<file path="src/rtl/riscv_core_mem_arb_pkg.sv">
// rtl/riscv_core_mem_arb_pkg.sv - shared types and requester ids for the memory arbiter
package riscv_core_mem_arb_pkg;

    // Arbiter sequencing: one downstream transaction outstanding at a time
    typedef enum logic [1:0] {
        IDLE    = 2'd0,
        RD_BUSY = 2'd1,
        WR_BUSY = 2'd2
    } arb_state_t;

    // Requester identity; also the bit position in request/grant vectors
    typedef logic [1:0] owner_t;

    localparam owner_t IC_RD = 2'd0;
    localparam owner_t DC_RD = 2'd1;
    localparam owner_t DC_WR = 2'd2;

    localparam int NUM_REQ = 3;

    // Successor in round-robin order, wrapping DC_WR back to IC_RD
    function automatic owner_t next_owner(input owner_t id);
        return (id == DC_WR) ? IC_RD : owner_t'(id + 2'd1);
    endfunction

endpackage

</file>
<file path="src/rtl/riscv_core_rr_arbiter3.sv">
// rtl/riscv_core_rr_arbiter3.sv - three-way round-robin pick with registered pointer
module riscv_core_rr_arbiter3
    import riscv_core_mem_arb_pkg::*;
(
    input  logic         i_clk,
    input  logic         i_rst_n,
    input  logic [2:0]   i_req,
    input  logic         i_grant_en,
    output logic [2:0]   o_grant,
    output owner_t       o_grant_id,
    output logic         o_grant_valid
);

    owner_t ptr;

    // Scan requests starting at the pointer, first active one wins
    always_comb begin
        owner_t idx;
        o_grant       = 3'b000;
        o_grant_id    = ptr;
        o_grant_valid = 1'b0;
        idx           = ptr;
        for (int k = 0; k < NUM_REQ; k++) begin
            if (!o_grant_valid && i_req[idx]) begin
                o_grant_valid = 1'b1;
                o_grant_id    = idx;
                o_grant[idx]  = 1'b1;
            end
            idx = next_owner(idx);
        end
    end

    // Pointer moves past the winner only when a grant is actually taken
    always_ff @(posedge i_clk or negedge i_rst_n) begin
        if (!i_rst_n) begin
            ptr <= IC_RD;
        end else if (i_grant_en && o_grant_valid) begin
            ptr <= next_owner(o_grant_id);
        end
    end

endmodule

</file>
<file path="src/rtl/riscv_core_mem_arbiter.sv">
// rtl/riscv_core_mem_arbiter.sv - shares the external memory port between icache and dcache
module riscv_core_mem_arbiter
    import riscv_core_mem_arb_pkg::*;
#(
    parameter int ADDR_WIDTH      = 64,
    parameter int CORE_DATA_WIDTH = 64,
    parameter int AXI_DATA_WIDTH  = 256,
    parameter int TIMEOUT_CYCLES  = 1024,
    parameter int TIMEOUT_WIDTH   = 11
) (
    input  logic                       i_clk,
    input  logic                       i_rst_n,
    input  logic                       i_ic_read_req,
    input  logic [ADDR_WIDTH-1:0]      i_ic_read_address,
    output logic                       o_ic_read_done,
    output logic [AXI_DATA_WIDTH-1:0]  o_ic_block,
    input  logic                       i_dc_read_req,
    input  logic [ADDR_WIDTH-1:0]      i_dc_read_address,
    output logic                       o_dc_read_done,
    output logic [AXI_DATA_WIDTH-1:0]  o_dc_block,
    input  logic                       i_dc_write_valid,
    input  logic [ADDR_WIDTH-1:0]      i_dc_write_address,
    input  logic [CORE_DATA_WIDTH-1:0] i_dc_write_data,
    input  logic [7:0]                 i_dc_write_strobe,
    output logic                       o_dc_write_done,
    output logic                       o_bus_error,
    output logic                       o_mem_read_req,
    output logic [ADDR_WIDTH-1:0]      o_mem_read_address,
    input  logic                       i_mem_read_done,
    input  logic [AXI_DATA_WIDTH-1:0]  i_mem_read_data,
    output logic                       o_mem_write_valid,
    output logic [ADDR_WIDTH-1:0]      o_mem_write_address,
    output logic [CORE_DATA_WIDTH-1:0] o_mem_write_data,
    output logic [7:0]                 o_mem_write_strobe,
    input  logic                       i_mem_write_done
);

    localparam bit TIMEOUT_EN = (TIMEOUT_CYCLES != 0);
    localparam logic [TIMEOUT_WIDTH-1:0] TIMEOUT_LAST =
        TIMEOUT_WIDTH'((TIMEOUT_CYCLES == 0) ? 0 : TIMEOUT_CYCLES - 1);

    arb_state_t               state;
    owner_t                   owner;
    logic [TIMEOUT_WIDTH-1:0] wd_count;

    logic [2:0] req_vec;
    logic [2:0] grant;
    owner_t     grant_id;
    logic       grant_valid;
    logic       grant_en;

    logic       busy;
    logic       done_in;
    logic       timeout_hit;
    logic       finish;

    assign req_vec  = {i_dc_write_valid, i_dc_read_req, i_ic_read_req};
    assign grant_en = (state == IDLE);

    riscv_core_rr_arbiter3 u_rr (
        .i_clk         (i_clk),
        .i_rst_n       (i_rst_n),
        .i_req         (req_vec),
        .i_grant_en    (grant_en),
        .o_grant       (grant),
        .o_grant_id    (grant_id),
        .o_grant_valid (grant_valid)
    );

    // Completion sources: a downstream done matching the busy direction, or the watchdog
    always_comb begin
        busy        = (state != IDLE);
        done_in     = ((state == RD_BUSY) && i_mem_read_done) ||
                      ((state == WR_BUSY) && i_mem_write_done);
        timeout_hit = TIMEOUT_EN && busy && (wd_count == TIMEOUT_LAST);
        finish      = done_in || timeout_hit;
    end

    // Done pulses are routed only to the current owner; a real done masks the error
    always_comb begin
        o_ic_read_done  = (state == RD_BUSY) && (owner == IC_RD) && finish;
        o_dc_read_done  = (state == RD_BUSY) && (owner == DC_RD) && finish;
        o_dc_write_done = (state == WR_BUSY) && (owner == DC_WR) && finish;
        o_bus_error     = timeout_hit && !done_in;
    end

    // Refill data is passed straight through; consumers qualify it with their done
    assign o_ic_block = i_mem_read_data;
    assign o_dc_block = i_mem_read_data;

    // Transaction sequencer: latch winner payload, hold downstream request, retire on done/timeout
    always_ff @(posedge i_clk or negedge i_rst_n) begin
        if (!i_rst_n) begin
            state               <= IDLE;
            owner               <= IC_RD;
            wd_count            <= '0;
            o_mem_read_req      <= 1'b0;
            o_mem_read_address  <= '0;
            o_mem_write_valid   <= 1'b0;
            o_mem_write_address <= '0;
            o_mem_write_data    <= '0;
            o_mem_write_strobe  <= '0;
        end else begin
            case (state)
                IDLE: begin
                    if (grant_valid) begin
                        owner    <= grant_id;
                        wd_count <= '0;
                        if (grant[DC_WR]) begin
                            state               <= WR_BUSY;
                            o_mem_write_valid   <= 1'b1;
                            o_mem_write_address <= i_dc_write_address;
                            o_mem_write_data    <= i_dc_write_data;
                            o_mem_write_strobe  <= i_dc_write_strobe;
                        end else begin
                            state              <= RD_BUSY;
                            o_mem_read_req     <= 1'b1;
                            o_mem_read_address <= grant[IC_RD] ? i_ic_read_address
                                                               : i_dc_read_address;
                        end
                    end
                end
                RD_BUSY: begin
                    if (finish) begin
                        state          <= IDLE;
                        o_mem_read_req <= 1'b0;
                    end else begin
                        wd_count <= wd_count + 1'b1;
                    end
                end
                WR_BUSY: begin
                    if (finish) begin
                        state             <= IDLE;
                        o_mem_write_valid <= 1'b0;
                    end else begin
                        wd_count <= wd_count + 1'b1;
                    end
                end
                default: begin
                    state             <= IDLE;
                    o_mem_read_req    <= 1'b0;
                    o_mem_write_valid <= 1'b0;
                end
            endcase
        end
    end

endmodule
</file>
<file path="config.mk">
export PLATFORM = sky130hd
export DESIGN_NAME = riscv_core_mem_arbiter
export DESIGN_NICKNAME = d
export VERILOG_FILES = /design/src/rtl/riscv_core_mem_arb_pkg.sv /design/src/rtl/riscv_core_rr_arbiter3.sv /design/src/rtl/riscv_core_mem_arbiter.sv
export SDC_FILE = /design/constraint.sdc
export NUM_CORES = 1
export LEC_CHECK = 0
export BUFFER_PORTS_ARGS = -buffer_cell sky130_fd_sc_hd__clkbuf_2
export CORE_AREA = 2 2 488 490
export DETAILED_ROUTE_END_ITERATION = 10
export DIE_AREA = 0 0 490 492
export SLEW_MARGIN = 10
export SYNTH_ARGS = -nofsm -noshare
export SYNTH_HDL_FRONTEND = slang
export SYNTH_SLANG_ARGS = --single-unit
</file>
<file path="constraint.sdc">
create_clock -name i_clk -period 2.47 [get_ports i_clk]
set_clock_uncertainty 0.2 [all_clocks]
set_input_delay 0.1235 -clock i_clk [delete_from_list [all_inputs] [get_ports i_clk]]
set_output_delay 0.1235 -clock i_clk [all_outputs]
set_load 0.01 [all_outputs]
</file>
=== Yosys cells after proc, flatten, opt, wreduce, memory -nomap -nowiden ===
Cells that the tools add are included.

* Register bits after elaboration: 219
* Input bits: 527
* Output and inout port bits: 718
* Word-level logic and storage cells: 111

* Add/sub/neg operators: 4
* Magnitude comparators: 6
* Equality and inequality tests: 15
* Multiplexer cells: 38
* Bitwise operators: 5
* Reductions and logical operators: 33

{| class="wikitable"
|+ Operator list
! operator !! count
|-
| $mux W64 || 1
|-
| $mux W11 || 2
|-
| $pmux W11 S2 || 1
|-
| $logic_and A1 B1 Y1 || 16
|-
| $mux W2 || 8
|-
| $mux W1 || 14
|-
| $ne A2 B2 Y1 const B || 6
|-
| $add A11 B1 Y11 const B || 1
|-
| $eq A11 B10 Y1 const B || 1
|-
| $eq A2 B2 Y1 const B || 5
|-
| $lt A2 B3 Y1 const B || 3
|-
| $mux W3 || 3
|-
| $reduce_and A3 Y1 || 3
|-
| $reduce_and A4 Y1 || 2
|-
| $add A2 B1 Y2 const B || 3
|-
| $bmux W1 S2 || 3
|-
| $demux W1 S2 || 3
|-
| $ge A2 B1 Y1 const B || 3
|-
| $or A3 B3 Y3 || 2
|-
| $pmux W1 S3 || 2
|-
| $eq A2 B1 Y1 const B || 2
|-
| $logic_not A2 Y1 || 2
|-
| $pmux W2 S2 || 1
|-
| $reduce_and A2 Y1 || 2
|-
| 6 further kinds || 12
|}

=== Logic depth before layout (Yosys ltp) ===
Gate-level depths: netlist of run 1.

* Depth after elaboration: 13
* Depth in mapped cells: 7

=== Hierarchy ===
A second synthesis of run 1 with hierarchy kept.

* Cell total of the unflattened synthesis: 1,240
* Area, all modules: 13,151.4 sq um

{| class="wikitable"
|+ By module, submodules not included
! module !! instances !! cells each !! area each (sq um) !! seq. area each (sq um)
|-
| riscv_core_mem_arbiter || 1 || 1,207 || 12,898.6 || 5,430.2
|-
| riscv_core_rr_arbiter3 || 1 || 33 || 252.7 || 50.0
|}

=== Least setup slack after synthesis of run 1 ===
No wires, ideal clock.

* Path type: register -> register
* Start point: register u_rr.ptr[1]
* End point: register o_mem_read_address[51]
* Library setup time: 0.127 ns
* Arrival time: 1.844 ns
* Setup slack: 0.298 ns
* Stages on the path, launching flop included: 7
* Path buffers: 2
* Clock period less this slack: 2.172 ns
* Cell sequence: dfrtp_1 > buf_4 > nand2b_2 > o221ai_4 > buf_4 > mux2_2 > mux2_1

* Cells in the longest elaborated chain, start to end: 12
* Elaborated cells between the ends (all ways): 42
* Classes of those cells: add/sub: 2; order compare: 6; eq/ne: 2; mux: 21; bitwise: 3; reduce/logical: 8

{| class="wikitable"
|+ RTL lines
! item !! line !! RTL
|-
| start: declaration || riscv_core_rr_arbiter3.sv:14 || <nowiki>owner_t ptr;</nowiki>
|-
| start signal: assignment || riscv_core_rr_arbiter3.sv:38 || <nowiki>ptr <= next_owner(o_grant_id);</nowiki>
|-
| $add A2 B1 Y2 or $eq A2 B2 Y1 (tied branches) || riscv_core_mem_arb_pkg.sv:22 || <nowiki>return (id == DC_WR) ? IC_RD : owner_t'(id + 2'd1);</nowiki>
|-
| $mux W2 || riscv_core_mem_arb_pkg.sv:22 ||
|-
| $add A2 B1 Y2, or another cell as far along || riscv_core_mem_arb_pkg.sv:22 ||
|-
| $mux W2 or $logic_and A1 B1 Y1 (tied branches) || riscv_core_mem_arb_pkg.sv:22, riscv_core_rr_arbiter3.sv:27 ||
|-
| $lt A2 B3 Y1 (not written as such), or another cell as far along || riscv_core_rr_arbiter3.sv:27 || <nowiki>o_grant[idx] = 1'b1;</nowiki>
|-
| $logic_and A1 B1 Y1 (not written as such) or $demux W1 S2 (tied branches) || -- ||
|-
| $mux W1 (not written as such) or $or A3 B3 Y3 (tied branches) || -- ||
|-
| $demux W1 S2 or $mux W3 (tied branches) || -- ||
|-
| $or A3 B3 Y3 (no source line) || -- ||
|-
| $mux W3 || riscv_core_rr_arbiter3.sv:24 || <nowiki>if (!o_grant_valid && i_req[idx]) begin</nowiki>
|-
| $not A1 Y1 (no source line) || -- ||
|-
| $reduce_and A3 Y1 (no source line) || -- ||
|-
| end signal: assignment || riscv_core_mem_arbiter.sv:118 || <nowiki>o_mem_read_address <= grant[IC_RD] ? i_ic_read_address</nowiki>
|-
| end: declaration || riscv_core_mem_arbiter.sv:28 || <nowiki>output logic [ADDR_WIDTH-1:0] o_mem_read_address,</nowiki>
|}

Several ways; a longest one is shown, not always the timed one. The select of a mux whose other input is x is not followed.
A chain may end at the register's enable or synchronous reset.

=== Worst setup path in the final report of run 1 ===
* Start point: register u_rr.ptr[1]
* End point: register o_mem_read_address[15]

The elaborated chain is that of the path after synthesis.

==> impl_metrics.prom, run 1 <==
# TYPE chip_impl_metric gauge
chip_impl_metric{name="route.detailed.wl_per_inst",unit="um"} 29.9
chip_impl_metric{name="intPower",unit="mW"} 12.2
chip_impl_metric{name="setup_violations",unit=""} 0
chip_impl_metric{name="postSynth.asyncResetShare",unit="%"} 100
chip_impl_metric{name="cp.arrival",unit="ps"} 2680
chip_impl_metric{name="viasPerCell",unit=""} 2.14
chip_impl_metric{name="hold-worst-slack",unit="ps"} 47.0
chip_impl_metric{name="synthMuxAreaShare",unit="%"} 23.0
chip_impl_metric{name="cts_made_buffers",unit=""} 28
chip_impl_metric{name="timing.final.crit_share",unit="%"} 96.4
chip_impl_metric{name="num_rows",unit=""} 179
chip_impl_info{name="critical_path.slowest_cell",value="sky130_fd_sc_hd__dfrtp_1"} 1
chip_impl_metric{name="synth.yosys.seq_area_share",unit="%"} 41.0
chip_impl_metric{name="synth_compound_gate_area_share",unit="%"} 2.27
chip_impl_info{name="timing.setup.critical_path_class",value="register to register"} 1
chip_impl_metric{name="synthToLayoutAreaGrowth",unit="%"} 48.8
chip_impl_metric{name="remaining_drc_errors",unit=""} 0
chip_impl_metric{name="static-leakage-power",unit="nW"} 7.84
chip_impl_metric{name="clk_transition_reported_paths",unit="ps"} 60
chip_impl_info{name="outcome",value="finished clean"} 1
chip_impl_metric{name="clockBufferDepth",unit=""} 3
chip_impl_metric{name="fin_util",unit="%"} 8.42
chip_impl_info{name="tritoncts",value="yes"} 1
chip_impl_metric{name="worst_pin_slew",unit="ps"} 722
chip_impl_metric{name="wirelength",unit="um"} 138000
chip_impl_info{name="worstSetupEndpointType",value="register"} 1
chip_impl_info{name="synthDominantAreaCellType",value="sky130_fd_sc_hd__dfrtp_1"} 1
chip_impl_metric{name="final_hold_viol_count",unit=""} 0
chip_impl_metric{name="maxCapViolations",unit=""} 0
chip_impl_metric{name="pwr-share-seq",unit="%"} 30.3
chip_impl_info{name="unrepaired_setup_endpoints_after_global_routing",value="yes"} 1
chip_impl_metric{name="io_buffer_count",unit=""} 476
chip_impl_metric{name="pwr-share-clk",unit="%"} 19.4
chip_impl_metric{name="drt_first_pass_iters",unit=""} 4
chip_impl_info{name="worst_hold_path_class",value="input pin to output port"} 1
chip_impl_metric{name="sw_frac_of_total",unit="%"} 44.0
chip_impl_metric{name="grt_use_total",unit="%"} 11.0
chip_impl_metric{name="dr.first_iter.drc_count",unit=""} 414
chip_impl_info{name="cp_common_cell",value="sky130_fd_sc_hd__mux2_2"} 1
chip_impl_info{name="netlist_top_cells_area",value="sky130_fd_sc_hd__dfrtp_1 41%, sky130_fd_sc_hd__buf_4 29%, sky130_fd_sc_hd__mux2_2 20%"} 1
chip_impl_metric{name="synth_fp_nets",unit=""} 1677
chip_impl_metric{name="clock_insertion_delay_worst_skew",unit="ps"} 610
chip_impl_metric{name="yosysWarningCount",unit=""} 0
chip_impl_metric{name="worst-r2r-setup-slack",unit="ps"} 90
chip_impl_metric{name="syn_avg_cell_area",unit="um2"} 11.7
chip_impl_info{name="combinational_family_with_the_most_area_after_synthesis",value="buffers and inverters"} 1
chip_impl_info{name="crit_chain",value="nand2b_2, o221ai_4, buf_12, mux2_2, mux2_2"} 1
chip_impl_metric{name="antenna_violating_nets_post_route",unit=""} 0
chip_impl_metric{name="critPathMaxStageDelay",unit="ps"} 500
chip_impl_metric{name="final_layout_size_suffix_gt1_share",unit="%"} 57.0
chip_impl_metric{name="vias",unit=""} 9908
chip_impl_metric{name="post_synth_fa_ha_maj_area_fraction",unit="%"} 0.374
chip_impl_metric{name="antenna_found_initial",unit=""} 31
chip_impl_metric{name="die_height",unit="um"} 492
chip_impl_metric{name="synth.top_cell.area_share",unit="%"} 41.0
chip_impl_info{name="critical_path.startpoint_type",value="register"} 1
chip_impl_metric{name="flop_and_latch_count_out_of_synthesis",unit=""} 219
chip_impl_metric{name="first_global_vias",unit=""} 10800
chip_impl_metric{name="h-tree-depth",unit=""} 1
chip_impl_metric{name="clock-sinks",unit=""} 219
chip_impl_metric{name="drv_slew",unit=""} 0
chip_impl_metric{name="synth_simple_gate_area_share",unit="%"} 2.77
chip_impl_metric{name="crit_path_max_fanout",unit=""} 36
chip_impl_metric{name="crit_buf_inv",unit=""} 1
chip_impl_metric{name="finalWeightedCongestion",unit=""} 0.770
chip_impl_metric{name="synth_xor_area_share",unit="%"} 0
chip_impl_metric{name="p_per_area",unit="mW/mm2"} 1090
chip_impl_metric{name="overflow_after_grt",unit=""} 0
chip_impl_metric{name="worst-endpoint-required",unit="ps"} 2770
chip_impl_metric{name="synth_cell_type_count",unit=""} 53
chip_impl_metric{name="max_freq",unit="MHz"} 420
chip_impl_info{name="synthFlopType",value="sky130_fd_sc_hd__dfrtp_1"} 1
chip_impl_metric{name="ios",unit=""} 1245
chip_impl_metric{name="slew_headroom",unit="%"} 51.9
chip_impl_metric{name="number_of_enable_type_register_cells_in_the_synthesized_netlist",unit=""} 0
chip_impl_metric{name="initial_utilization",unit="%"} 5.66
chip_impl_metric{name="design.final.nets",unit=""} 1952
chip_impl_metric{name="dp.final_hpwl",unit="um"} 124000
chip_impl_metric{name="netlist_instances",unit=""} 1146
chip_impl_metric{name="core_area",unit="mm2"} 0.236
chip_impl_info{name="clock-root-buffer",value="sky130_fd_sc_hd__clkbuf_16"} 1
chip_impl_metric{name="die_width",unit="um"} 490
chip_impl_metric{name="largest_net_degree_at_the_start_of_global_routing",unit=""} 61
chip_impl_metric{name="grt_first_pass_wirelength",unit="um"} 162000
chip_impl_metric{name="post_synthesis_instance_area",unit="mm2"} 0.0134
chip_impl_metric{name="die_area",unit="mm2"} 0.241
chip_impl_metric{name="irDropWorstVdd",unit="mV"} 0.604
chip_impl_metric{name="final.min_clock_period",unit="ps"} 2380
chip_impl_metric{name="total_switching_power",unit="mW"} 9.55
chip_impl_info{name="critical_path.top_delay_family",value="multiplexers"} 1
chip_impl_metric{name="power_frac_comb",unit="%"} 50.3
synth_stat cells (4+ instances only):
master / n
sky130_fd_sc_hd__mux2_1: 29
sky130_fd_sc_hd__buf_6: 6
sky130_fd_sc_hd__buf_4: 521
sky130_fd_sc_hd__nor4_1: 5
sky130_fd_sc_hd__nor4b_1: 4
sky130_fd_sc_hd__dfrtp_1: 219
sky130_fd_sc_hd__mux2_2: 236
sky130_fd_sc_hd__ha_1: 4
sky130_fd_sc_hd__buf_2: 16
sky130_fd_sc_hd__nand2b_1: 7
sky130_fd_sc_hd__inv_1: 7
sky130_fd_sc_hd__nor2_1: 5
sky130_fd_sc_hd__mux2i_1: 9
sky130_fd_sc_hd__nand2_1: 13
repair_timing:
action                                  4_1_cts  5_1_grt
endpoints found under the setup margin        4        4
buffers inserted                              8        4
gates resized for setup                      14        6
hold endpoints to repair                    427        0
pin swaps                                     3        5
hold buffers                                276        0
power by group through the flow:
stage	sequential, mW	combinational (mW)	clock (mW)
6_report	6.59	10.9	4.21
5_1_grt	6.82	12.0	4.52
4_1_cts	6.62	11.5	4.43
3_5_place_dp	6.62	10.9	0
3_3_place_gp	6.58	10.8	0
2_1_floorplan	7.08	4.59	0
cell usage in the layout (no fill, tap or decap), types with 4 or more instances in the layout:
master,instances
sky130_fd_sc_hd__clkbuf_1,5
sky130_fd_sc_hd__clkbuf_2,474
sky130_fd_sc_hd__buf_12,12
sky130_fd_sc_hd__mux2i_1,9
sky130_fd_sc_hd__diode_2,13
sky130_fd_sc_hd__inv_1,5
sky130_fd_sc_hd__dfrtp_1,219
sky130_fd_sc_hd__dlygate4sd3_1,276
sky130_fd_sc_hd__mux2_2,236
sky130_fd_sc_hd__clkbuf_16,29
sky130_fd_sc_hd__clkinv_2,4
sky130_fd_sc_hd__nor2_1,4
sky130_fd_sc_hd__clkbuf_8,4
sky130_fd_sc_hd__nand2_1,13
sky130_fd_sc_hd__buf_4,27
sky130_fd_sc_hd__mux2_1,29
sky130_fd_sc_hd__nand2b_1,7
sky130_fd_sc_hd__nor4_1,5
cell type report:
class	count	area, um2
clock inverter	13	119
tap	3167	3960
antenna	13	32.5
timing repair buffer	791	5600
sequential	219	5480
multi-input combinational	374	3880
fill	27300	216000
inverter	7	26.3
clock buffer	38	800
kinds of logic after synthesis:
family,after synthesis
multiplexers,274
flip-flops,219
buffers and inverters,553
adder cells (fa/ha/maj),4
AO/OA/AOI/OAI,34
AND/OR/NAND/NOR,62
final timing paths:
| kind | from | endpoint | cells past startpoint |
|---|---|---|---|
| min reg2reg | o_mem_read_address[1]$_DFFE_PN0P_ | o_mem_read_address[1]$_DFFE_PN0P_ | 1 |
| min | i_mem_read_data[197] | o_dc_block[197] | 0 |
| min in group asynchronous | i_rst_n | o_mem_read_address[60]$_DFFE_PN0P_ | 3 |
| max in group asynchronous | i_rst_n | o_mem_write_address[47]$_DFFE_PN0P_ | 4 |
| max | u_rr.ptr[1]$_DFFE_PN0P_ | o_mem_read_address[15]$_DFFE_PN0P_ | 5 |
| max reg2reg | u_rr.ptr[1]$_DFFE_PN0P_ | o_mem_read_address[15]$_DFFE_PN0P_ | 5 |
registers in the layout (all words and copies together), names as in the netlist:
name / flops
o_mem_write_strobe: 8
state: 2
o_mem_write_data: 64
wd_count: 11
u_rr.ptr: 2
owner: 2
o_mem_write_address: 64
o_mem_write_valid: 1
o_mem_read_req: 1
o_mem_read_address: 64
layer usage:
| layer | GRT usage [%] | part of all wire [%] | wire length, um | vias up |
|---|---|---|---|---|
| met5 | 1.55 | 0.28 | 381 | - |
| met4 | 5.56 | 6.1 | 8430 | 6 |
| met3 | 13.5 | 27 | 36900 | 201 |
| met2 | 19.1 | 48 | 66900 | 1293 |
| met1 | 5.75 | 18 | 25400 | 4521 |
| li1 | - | - | - | 3887 |
stage by stage:
stage	power [mW]	instances	area [um2]	setup slack, ps	setup TNS (ps)
2_1_floorplan	11.7	1146	13400	298	0
3_3_place_gp	17.4	4271	16000	159	0
3_5_place_dp	17.5	4271	16000	111	0
4_1_cts	22.6	4605	19800	-26.0	-26.0
5_1_grt	23.3	4614	19900	-26.2	-26.2
6_report	21.7	4622	19900	90.0	0
Power figures use the tool's default switching activity.
==> run 2, diff against run 1 <==
--- a/config.mk
+++ b/config.mk
@@ -6,10 +6,11 @@
 export NUM_CORES = 1
 export LEC_CHECK = 0
 export BUFFER_PORTS_ARGS = -buffer_cell sky130_fd_sc_hd__clkbuf_2
-export CORE_AREA = 2 2 488 490
+export CORE_AREA = 2 2 487 489
 export DETAILED_ROUTE_END_ITERATION = 10
-export DIE_AREA = 0 0 490 492
+export DIE_AREA = 0 0 489 491
 export SLEW_MARGIN = 10
 export SYNTH_ARGS = -nofsm -noshare
 export SYNTH_HDL_FRONTEND = slang
 export SYNTH_SLANG_ARGS = --single-unit
+export TNS_END_PERCENT = 5
==> impl_metrics.prom, run 2 (synthesis gave the netlist of run 1 again) <==
# TYPE chip_impl_metric gauge
chip_impl_metric{name="maxCapViolations",unit=""} 0
chip_impl_info{name="grt.busiest_layer",value="met2"} 1
chip_impl_metric{name="gr-usage-met2",unit="%"} 18.5
chip_impl_metric{name="remaining_drc_errors",unit=""} 0
chip_impl_metric{name="pwr-share-clk",unit="%"} 18.8
chip_impl_metric{name="clock-sinks",unit=""} 219
chip_impl_metric{name="wirelength",unit="um"} 135000
chip_impl_info{name="critical_path.startpoint_type",value="register"} 1
chip_impl_metric{name="clock_insertion_delay_worst_skew",unit="ps"} 590
chip_impl_metric{name="final_layout_size_suffix_gt1_share",unit="%"} 57.2
chip_impl_metric{name="antenna_found_initial",unit=""} 34
chip_impl_metric{name="overflow_after_grt",unit=""} 0
chip_impl_metric{name="irDropWorstVdd",unit="mV"} 0.623
chip_impl_metric{name="clockBufferDepth",unit=""} 3
chip_impl_metric{name="route.detailed.wl_per_inst",unit="um"} 29.3
chip_impl_metric{name="timing.final.ws_setup",unit="ps"} -60.1
chip_impl_info{name="violations",value="setup timing"} 1
chip_impl_metric{name="setup_violations",unit=""} 2
chip_impl_metric{name="die_width",unit="um"} 489
chip_impl_metric{name="synthToLayoutAreaGrowth",unit="%"} 48.7
chip_impl_metric{name="power_frac_comb",unit="%"} 50.9
chip_impl_metric{name="viasPerCell",unit=""} 2.12
chip_impl_metric{name="dp.final_hpwl",unit="um"} 121000
chip_impl_metric{name="final.min_clock_period",unit="ps"} 2530
chip_impl_metric{name="antenna_violating_nets_post_route",unit=""} 0
chip_impl_metric{name="timing.final.crit_share",unit="%"} 102
chip_impl_metric{name="largest_net_degree_at_the_start_of_global_routing",unit=""} 68
chip_impl_info{name="worst_hold_path_class",value="input pin to output port"} 1
chip_impl_metric{name="slew_headroom",unit="%"} 28.0
chip_impl_info{name="timing.setup.critical_path_class",value="register to output port"} 1
chip_impl_metric{name="p_per_area",unit="mW/mm2"} 1080
chip_impl_metric{name="total_switching_power",unit="mW"} 9.42
chip_impl_metric{name="cp.arrival",unit="ps"} 2210
chip_impl_metric{name="ios",unit=""} 1245
chip_impl_metric{name="design.final.nets",unit=""} 1952
chip_impl_metric{name="dr.first_iter.drc_count",unit=""} 412
chip_impl_metric{name="die_height",unit="um"} 491
chip_impl_metric{name="crit_path_max_fanout",unit=""} 3
chip_impl_info{name="mostFrequentLayoutCells",value="473 x sky130_fd_sc_hd__clkbuf_2, 275 x sky130_fd_sc_hd__dlygate4sd3_1, 236 x sky130_fd_sc_hd__mux2_2, 217 x sky130_fd_sc_hd__dfrtp_1"} 1
chip_impl_metric{name="h-tree-depth",unit=""} 1
chip_impl_info{name="tritoncts",value="yes"} 1
chip_impl_metric{name="initial_utilization",unit="%"} 5.70
chip_impl_metric{name="worst_pin_slew",unit="ps"} 1070
chip_impl_metric{name="drv_slew",unit=""} 0
chip_impl_metric{name="num_rows",unit=""} 178
chip_impl_metric{name="sw_frac_of_total",unit="%"} 43.7
chip_impl_metric{name="final_hold_viol_count",unit=""} 0
chip_impl_info{name="clock-root-buffer",value="sky130_fd_sc_hd__clkbuf_16"} 1
chip_impl_metric{name="io_buffer_count",unit=""} 476
chip_impl_info{name="worstSetupEndpointType",value="output port"} 1
chip_impl_metric{name="worst-endpoint-required",unit="ps"} 2150
chip_impl_metric{name="grt_use_total",unit="%"} 10.7
chip_impl_metric{name="cts_made_buffers",unit=""} 26
chip_impl_info{name="largest_registers",value="o_mem_read_address x64, o_mem_write_address x64, o_mem_write_data x64"} 1
chip_impl_metric{name="die_area",unit="mm2"} 0.240
chip_impl_metric{name="first_global_vias",unit=""} 10700
chip_impl_metric{name="drt_first_pass_iters",unit=""} 5
chip_impl_info{name="outcome",value="finished with violations"} 1
chip_impl_metric{name="max_freq",unit="MHz"} 395
chip_impl_metric{name="static-leakage-power",unit="nW"} 7.84
chip_impl_metric{name="hold-worst-slack",unit="ps"} 47.0
chip_impl_metric{name="core_area",unit="mm2"} 0.235
chip_impl_metric{name="finalWeightedCongestion",unit=""} 0.810
chip_impl_metric{name="intPower",unit="mW"} 12.2
chip_impl_metric{name="clk_transition_reported_paths",unit="ps"} 50
chip_impl_info{name="layout.cells.most_common",value="sky130_fd_sc_hd__clkbuf_2"} 1
chip_impl_metric{name="global_route.usage.met3",unit="%"} 13.3
chip_impl_metric{name="pwr-share-seq",unit="%"} 30.3
chip_impl_metric{name="post-layout-total-power",unit="mW"} 21.6
chip_impl_metric{name="vias",unit=""} 9753
chip_impl_info{name="unrepaired_setup_endpoints_after_global_routing",value="yes"} 1
chip_impl_metric{name="grt_first_pass_wirelength",unit="um"} 158000
chip_impl_metric{name="gr-usage-met1",unit="%"} 6.28
==> run 2: timing repair <==
item,4_1_cts,5_1_grt
pin swaps,3,6
hold buffers,276,0
endpoints found under the hold margin,427,0
gates resized for setup,16,9
buffers inserted,6,2
cloned,0,0
endpoints found under the setup margin,4,6
==> run 2: worst max-delay path, stage by stage (launching register included) <==
cell and delay (ps):
sky130_fd_sc_hd__dfrtp_1 380, sky130_fd_sc_hd__inv_2 80, sky130_fd_sc_hd__ha_4 180, sky130_fd_sc_hd__nor2_4 100, sky130_fd_sc_hd__and4_4 240, sky130_fd_sc_hd__nor2b_4 50
sky130_fd_sc_hd__nor4b_4 270, sky130_fd_sc_hd__buf_4 180, sky130_fd_sc_hd__buf_12 120
==> run 2: stage by stage <==
step | utilization (%) | setup slack (ps) | setup TNS (ps) | cell area (um2) | std cells
2_1_floorplan | - | 298 | 0 | 13400 | 1146
3_3_place_gp | 6.84 | 50.7 | 0 | 16100 | 4259
3_5_place_dp | 6.84 | 118 | 0 | 16100 | 4259
4_1_cts | 8.45 | -173 | -309 | 19800 | 4588
5_1_grt | 8.48 | -154 | -347 | 19900 | 4599
6_report | 8.48 | -60.1 | -111 | 19900 | 4601
==> run 2: final cells by class <==
class / instances / area (um2)
Fill cell: 27000 / 215000
Timing Repair Buffer: 793 / 5640
Sequential cell: 219 / 5480
Tap cell: 3150 / 3940
Multi-Input combinational cell: 374 / 3900
Clock buffer: 39 / 771
Clock inverter: 8 / 104
Antenna cell: 11 / 27.5
Inverter: 7 / 26.3
==> run 2: layer usage <==
metal  share of wire, %  vias up
met5               0.33        -
met4                3.8        7
met3                 27      225
met2                 48     1206
met1                 20     4442
li1                   -     3873
==> run 2: path summary, 6_finish.rpt <==
| kind | to | from | slack [ps] | depth (start not counted) |
|---|---|---|---|---|
| min in group asynchronous | o_mem_read_address[42]$_DFFE_PN0P_ | i_rst_n | 500 | 4 |
| min | o_ic_block[105] | i_mem_read_data[105] | 50 | 0 |
| max reg2reg | u_rr.ptr[0]$_DFFE_PN0P_ | state[1]$_DFFE_PN0P_ | -50 | 7 |
| max | o_ic_read_done | state[1]$_DFFE_PN0P_ | -60 | 8 |
| min reg2reg | o_mem_read_address[1]$_DFFE_PN0P_ | o_mem_read_address[1]$_DFFE_PN0P_ | 290 | 1 |
| max in group asynchronous | o_mem_read_address[4]$_DFFE_PN0P_ | i_rst_n | 1110 | 4 |
==> run 2: power by group through the flow <==
stage	clock, mW	sequential, mW	combinational, mW
floorplan	0	7.08	4.59
global placement	0	6.50	10.9
detailed placement	0	6.54	11.0
CTS	4.23	6.55	11.6
global route	4.33	6.76	12.1
finish	4.07	6.53	11.0
==> run 3, diff against run 2 <==
==> constraint.sdc (replaced) <==
create_clock -name i_clk -period 2.47 [get_ports i_clk]
set_clock_uncertainty 0.2 [all_clocks]
set_input_delay 0.1235 -clock i_clk [delete_from_list [all_inputs] [get_ports i_clk]]
set_output_delay 0.1235 -clock i_clk [all_outputs]
set_load 0.05 [all_outputs]
==> impl_metrics.prom, run 3 (synthesis gave the netlist of run 1 again) <==
# TYPE chip_impl_metric gauge
chip_impl_info{name="critical_path.slowest_cell",value="sky130_fd_sc_hd__dfrtp_1"} 1
chip_impl_metric{name="grt_first_pass_wirelength",unit="um"} 158000
chip_impl_metric{name="dp.final_hpwl",unit="um"} 122000
chip_impl_metric{name="worst-r2r-setup-slack",unit="ps"} 80
chip_impl_metric{name="dr.first_iter.drc_count",unit=""} 437
chip_impl_metric{name="vias",unit=""} 9737
chip_impl_metric{name="grt_use_total",unit="%"} 10.8
chip_impl_metric{name="clock_insertion_delay_worst_skew",unit="ps"} 610
chip_impl_metric{name="initial_utilization",unit="%"} 5.70
chip_impl_metric{name="timing.hold.worst_path_depth",unit=""} 0
chip_impl_metric{name="finalWeightedCongestion",unit=""} 0.803
chip_impl_metric{name="timing.final.crit_share",unit="%"} 103
chip_impl_metric{name="largest_net_degree_at_the_start_of_global_routing",unit=""} 54
chip_impl_metric{name="synthToLayoutAreaGrowth",unit="%"} 48.6
chip_impl_metric{name="placed_cell_area",unit="mm2"} 0.0160
chip_impl_metric{name="clk_transition_reported_paths",unit="ps"} 60
chip_impl_metric{name="antenna_violating_nets_post_route",unit=""} 0
chip_impl_metric{name="static-leakage-power",unit="nW"} 7.85
chip_impl_metric{name="core_area",unit="mm2"} 0.235
chip_impl_metric{name="slew_headroom",unit="%"} 28.0
chip_impl_metric{name="irDropWorstVdd",unit="mV"} 0.973
chip_impl_metric{name="num_rows",unit=""} 178
chip_impl_metric{name="die_height",unit="um"} 491
chip_impl_metric{name="max_freq",unit="MHz"} 394
chip_impl_metric{name="final_layout_size_suffix_gt1_share",unit="%"} 57.1
chip_impl_info{name="mostFrequentLayoutCells",value="471 x sky130_fd_sc_hd__clkbuf_2, 275 x sky130_fd_sc_hd__dlygate4sd3_1, 236 x sky130_fd_sc_hd__mux2_2, 218 x sky130_fd_sc_hd__dfrtp_1, 34 x sky130_fd_sc_hd__buf_4"} 1
chip_impl_metric{name="die_width",unit="um"} 489
chip_impl_metric{name="fin_util",unit="%"} 8.48
chip_impl_info{name="worstSetupEndpointType",value="output port"} 1
chip_impl_info{name="worst_hold_path_class",value="input pin to output port"} 1
chip_impl_info{name="tritoncts",value="yes"} 1
chip_impl_info{name="min_from",value="i_mem_read_data[186]"} 1
chip_impl_metric{name="worst_pin_slew",unit="ps"} 1080
chip_impl_metric{name="die_area",unit="mm2"} 0.240
chip_impl_metric{name="antenna_found_initial",unit=""} 41
chip_impl_metric{name="final_design_area_no_fill",unit="mm2"} 0.0199
chip_impl_metric{name="overflow_after_grt",unit=""} 0
chip_impl_info{name="rr_endpoint",value="o_mem_read_address[53]$_DFFE_PN0P_"} 1
chip_impl_metric{name="wirelength",unit="um"} 135000
chip_impl_metric{name="final_hold_viol_count",unit=""} 0
chip_impl_metric{name="maxCapViolations",unit=""} 0
chip_impl_info{name="clock-root-buffer",value="sky130_fd_sc_hd__clkbuf_16"} 1
chip_impl_metric{name="remaining_drc_errors",unit=""} 0
chip_impl_metric{name="drt_first_pass_iters",unit=""} 4
chip_impl_metric{name="worst-endpoint-required",unit="ps"} 2150
chip_impl_info{name="unrepaired_setup_endpoints_after_global_routing",value="yes"} 1
chip_impl_metric{name="setup_violations",unit=""} 2
chip_impl_info{name="regToRegStartpoint",value="u_rr.ptr[1]$_DFFE_PN0P_"} 1
chip_impl_info{name="hold_end",value="o_dc_block[186]"} 1
chip_impl_metric{name="clock-sinks",unit=""} 219
chip_impl_metric{name="h-tree-depth",unit=""} 1
chip_impl_info{name="layout.cells.most_common",value="sky130_fd_sc_hd__clkbuf_2"} 1
chip_impl_info{name="timing.setup.critical_path_class",value="register to output port"} 1
chip_impl_metric{name="r2r_cell_count",unit=""} 6
chip_impl_metric{name="critPathMaxStageDelay",unit="ps"} 360
chip_impl_metric{name="ios",unit=""} 1245
chip_impl_info{name="outcome",value="finished with violations"} 1
chip_impl_info{name="critical_path.startpoint_type",value="register"} 1
chip_impl_info{name="crit_chain",value="inv_1, ha_4, nor2_4, and4_4, nor2b_4, nor4b_4, buf_4, buf_12"} 1
chip_impl_metric{name="timing.final.ws_setup",unit="ps"} -66.0
chip_impl_info{name="largest_registers",value="o_mem_read_address x64, o_mem_write_address x64, o_mem_write_data x64"} 1
chip_impl_metric{name="clockBufferDepth",unit=""} 3
chip_impl_metric{name="first_global_vias",unit=""} 10700
chip_impl_metric{name="drv_slew",unit=""} 0
chip_impl_metric{name="route.detailed.wl_per_inst",unit="um"} 29.3
chip_impl_metric{name="design.final.nets",unit=""} 1952
chip_impl_info{name="violations",value="setup timing"} 1
chip_impl_metric{name="final.min_clock_period",unit="ps"} 2540
chip_impl_metric{name="cts_made_buffers",unit=""} 28
chip_impl_metric{name="hold-worst-slack",unit="ps"} 47.0
chip_impl_metric{name="viasPerCell",unit=""} 2.11
chip_impl_metric{name="io_buffer_count",unit=""} 476
chip_impl_metric{name="crit_path_max_fanout",unit=""} 3
chip_impl_metric{name="p_per_area",unit="mW/mm2"} 1360
chip_impl_metric{name="cp.arrival",unit="ps"} 2210
run 3: worst max path at each step:
stage	from	to	slack (ps)
after global placement	u_rr.ptr[0]$_DFFE_PN0P_	o_mem_read_address[56]$_DFFE_PN0P_	160
after CTS	wd_count[1]$_DFFE_PN0P_	o_ic_read_done	-210
after detailed placement	u_rr.ptr[0]$_DFFE_PN0P_	o_mem_read_address[52]$_DFFE_PN0P_	70
after floorplan	state[0]$_DFFE_PN0P_	o_dc_read_done	-430
final	state[1]$_DFFE_PN0P_	o_ic_read_done	-70
after global routing	state[0]$_DFFE_PN0P_	o_ic_read_done	-150
run 3: layer usage:
| metal | up-vias | global-route usage (%) | share of wire, % |
|---|---|---|---|
| met2 | 1194 | 19.0 | 49 |
| li1 | 3878 | - | - |
| met4 | 6 | 3.07 | 3.2 |
| met1 | 4448 | 6.42 | 21 |
| met3 | 211 | 12.9 | 27 |
| met5 | - | 0.946 | 0.17 |
run 3: area by class of cell:
type | count | area, um2
diodes | 15 | 37.5
clock buffers | 40 | 837
clock inverters | 10 | 95.1
fillers | 27000 | 215000
inverters | 7 | 26.3
multi-input cells | 374 | 3880
flip-flops and latches | 219 | 5480
well taps | 3150 | 3940
repair buffers | 791 | 5580
run 3: critical path: cells and delay by family (launching register included):
| family | cells | cell delay (ps) |
|---|---|---|
| fa+ha+maj | 1 | 190 |
| buf+inv | 3 | 420 |
| simple gates | 4 | 610 |
| flops | 1 | 360 |
run 3: timing repair:
| item | 4_1_cts | 5_1_grt |
|---|---|---|
| endpoints found under the hold margin | 429 | 0 |
| buffers inserted | 6 | 3 |
| hold buffers | 276 | 0 |
| setup endpoints to repair | 4 | 16 |
| pin swaps | 4 | 6 |
| gates resized for setup | 14 | 9 |
run 3: where the power goes:
| part | switching, mW | internal, mW |
|---|---|---|
| Sequential | 1.15 | 5.40 |
| Combinational | 12.0 | 4.27 |
| Clock | 1.83 | 2.46 |
| Total | 15.0 | 12.1 |
run 3: through the flow:
step | std cells | setup TNS, ps | setup slack, ps | total power, mW
CTS | 4588 | -352 | -208 | 28.0
global route | 4597 | -309 | -153 | 28.8
detailed placement | 4256 | 0 | 68.4 | 22.9
floorplan | 1146 | -434 | -434 | 18.2
finish | 4606 | -99.4 | -66.0 | 27.1
global placement | 4256 | 0 | 162 | 22.8
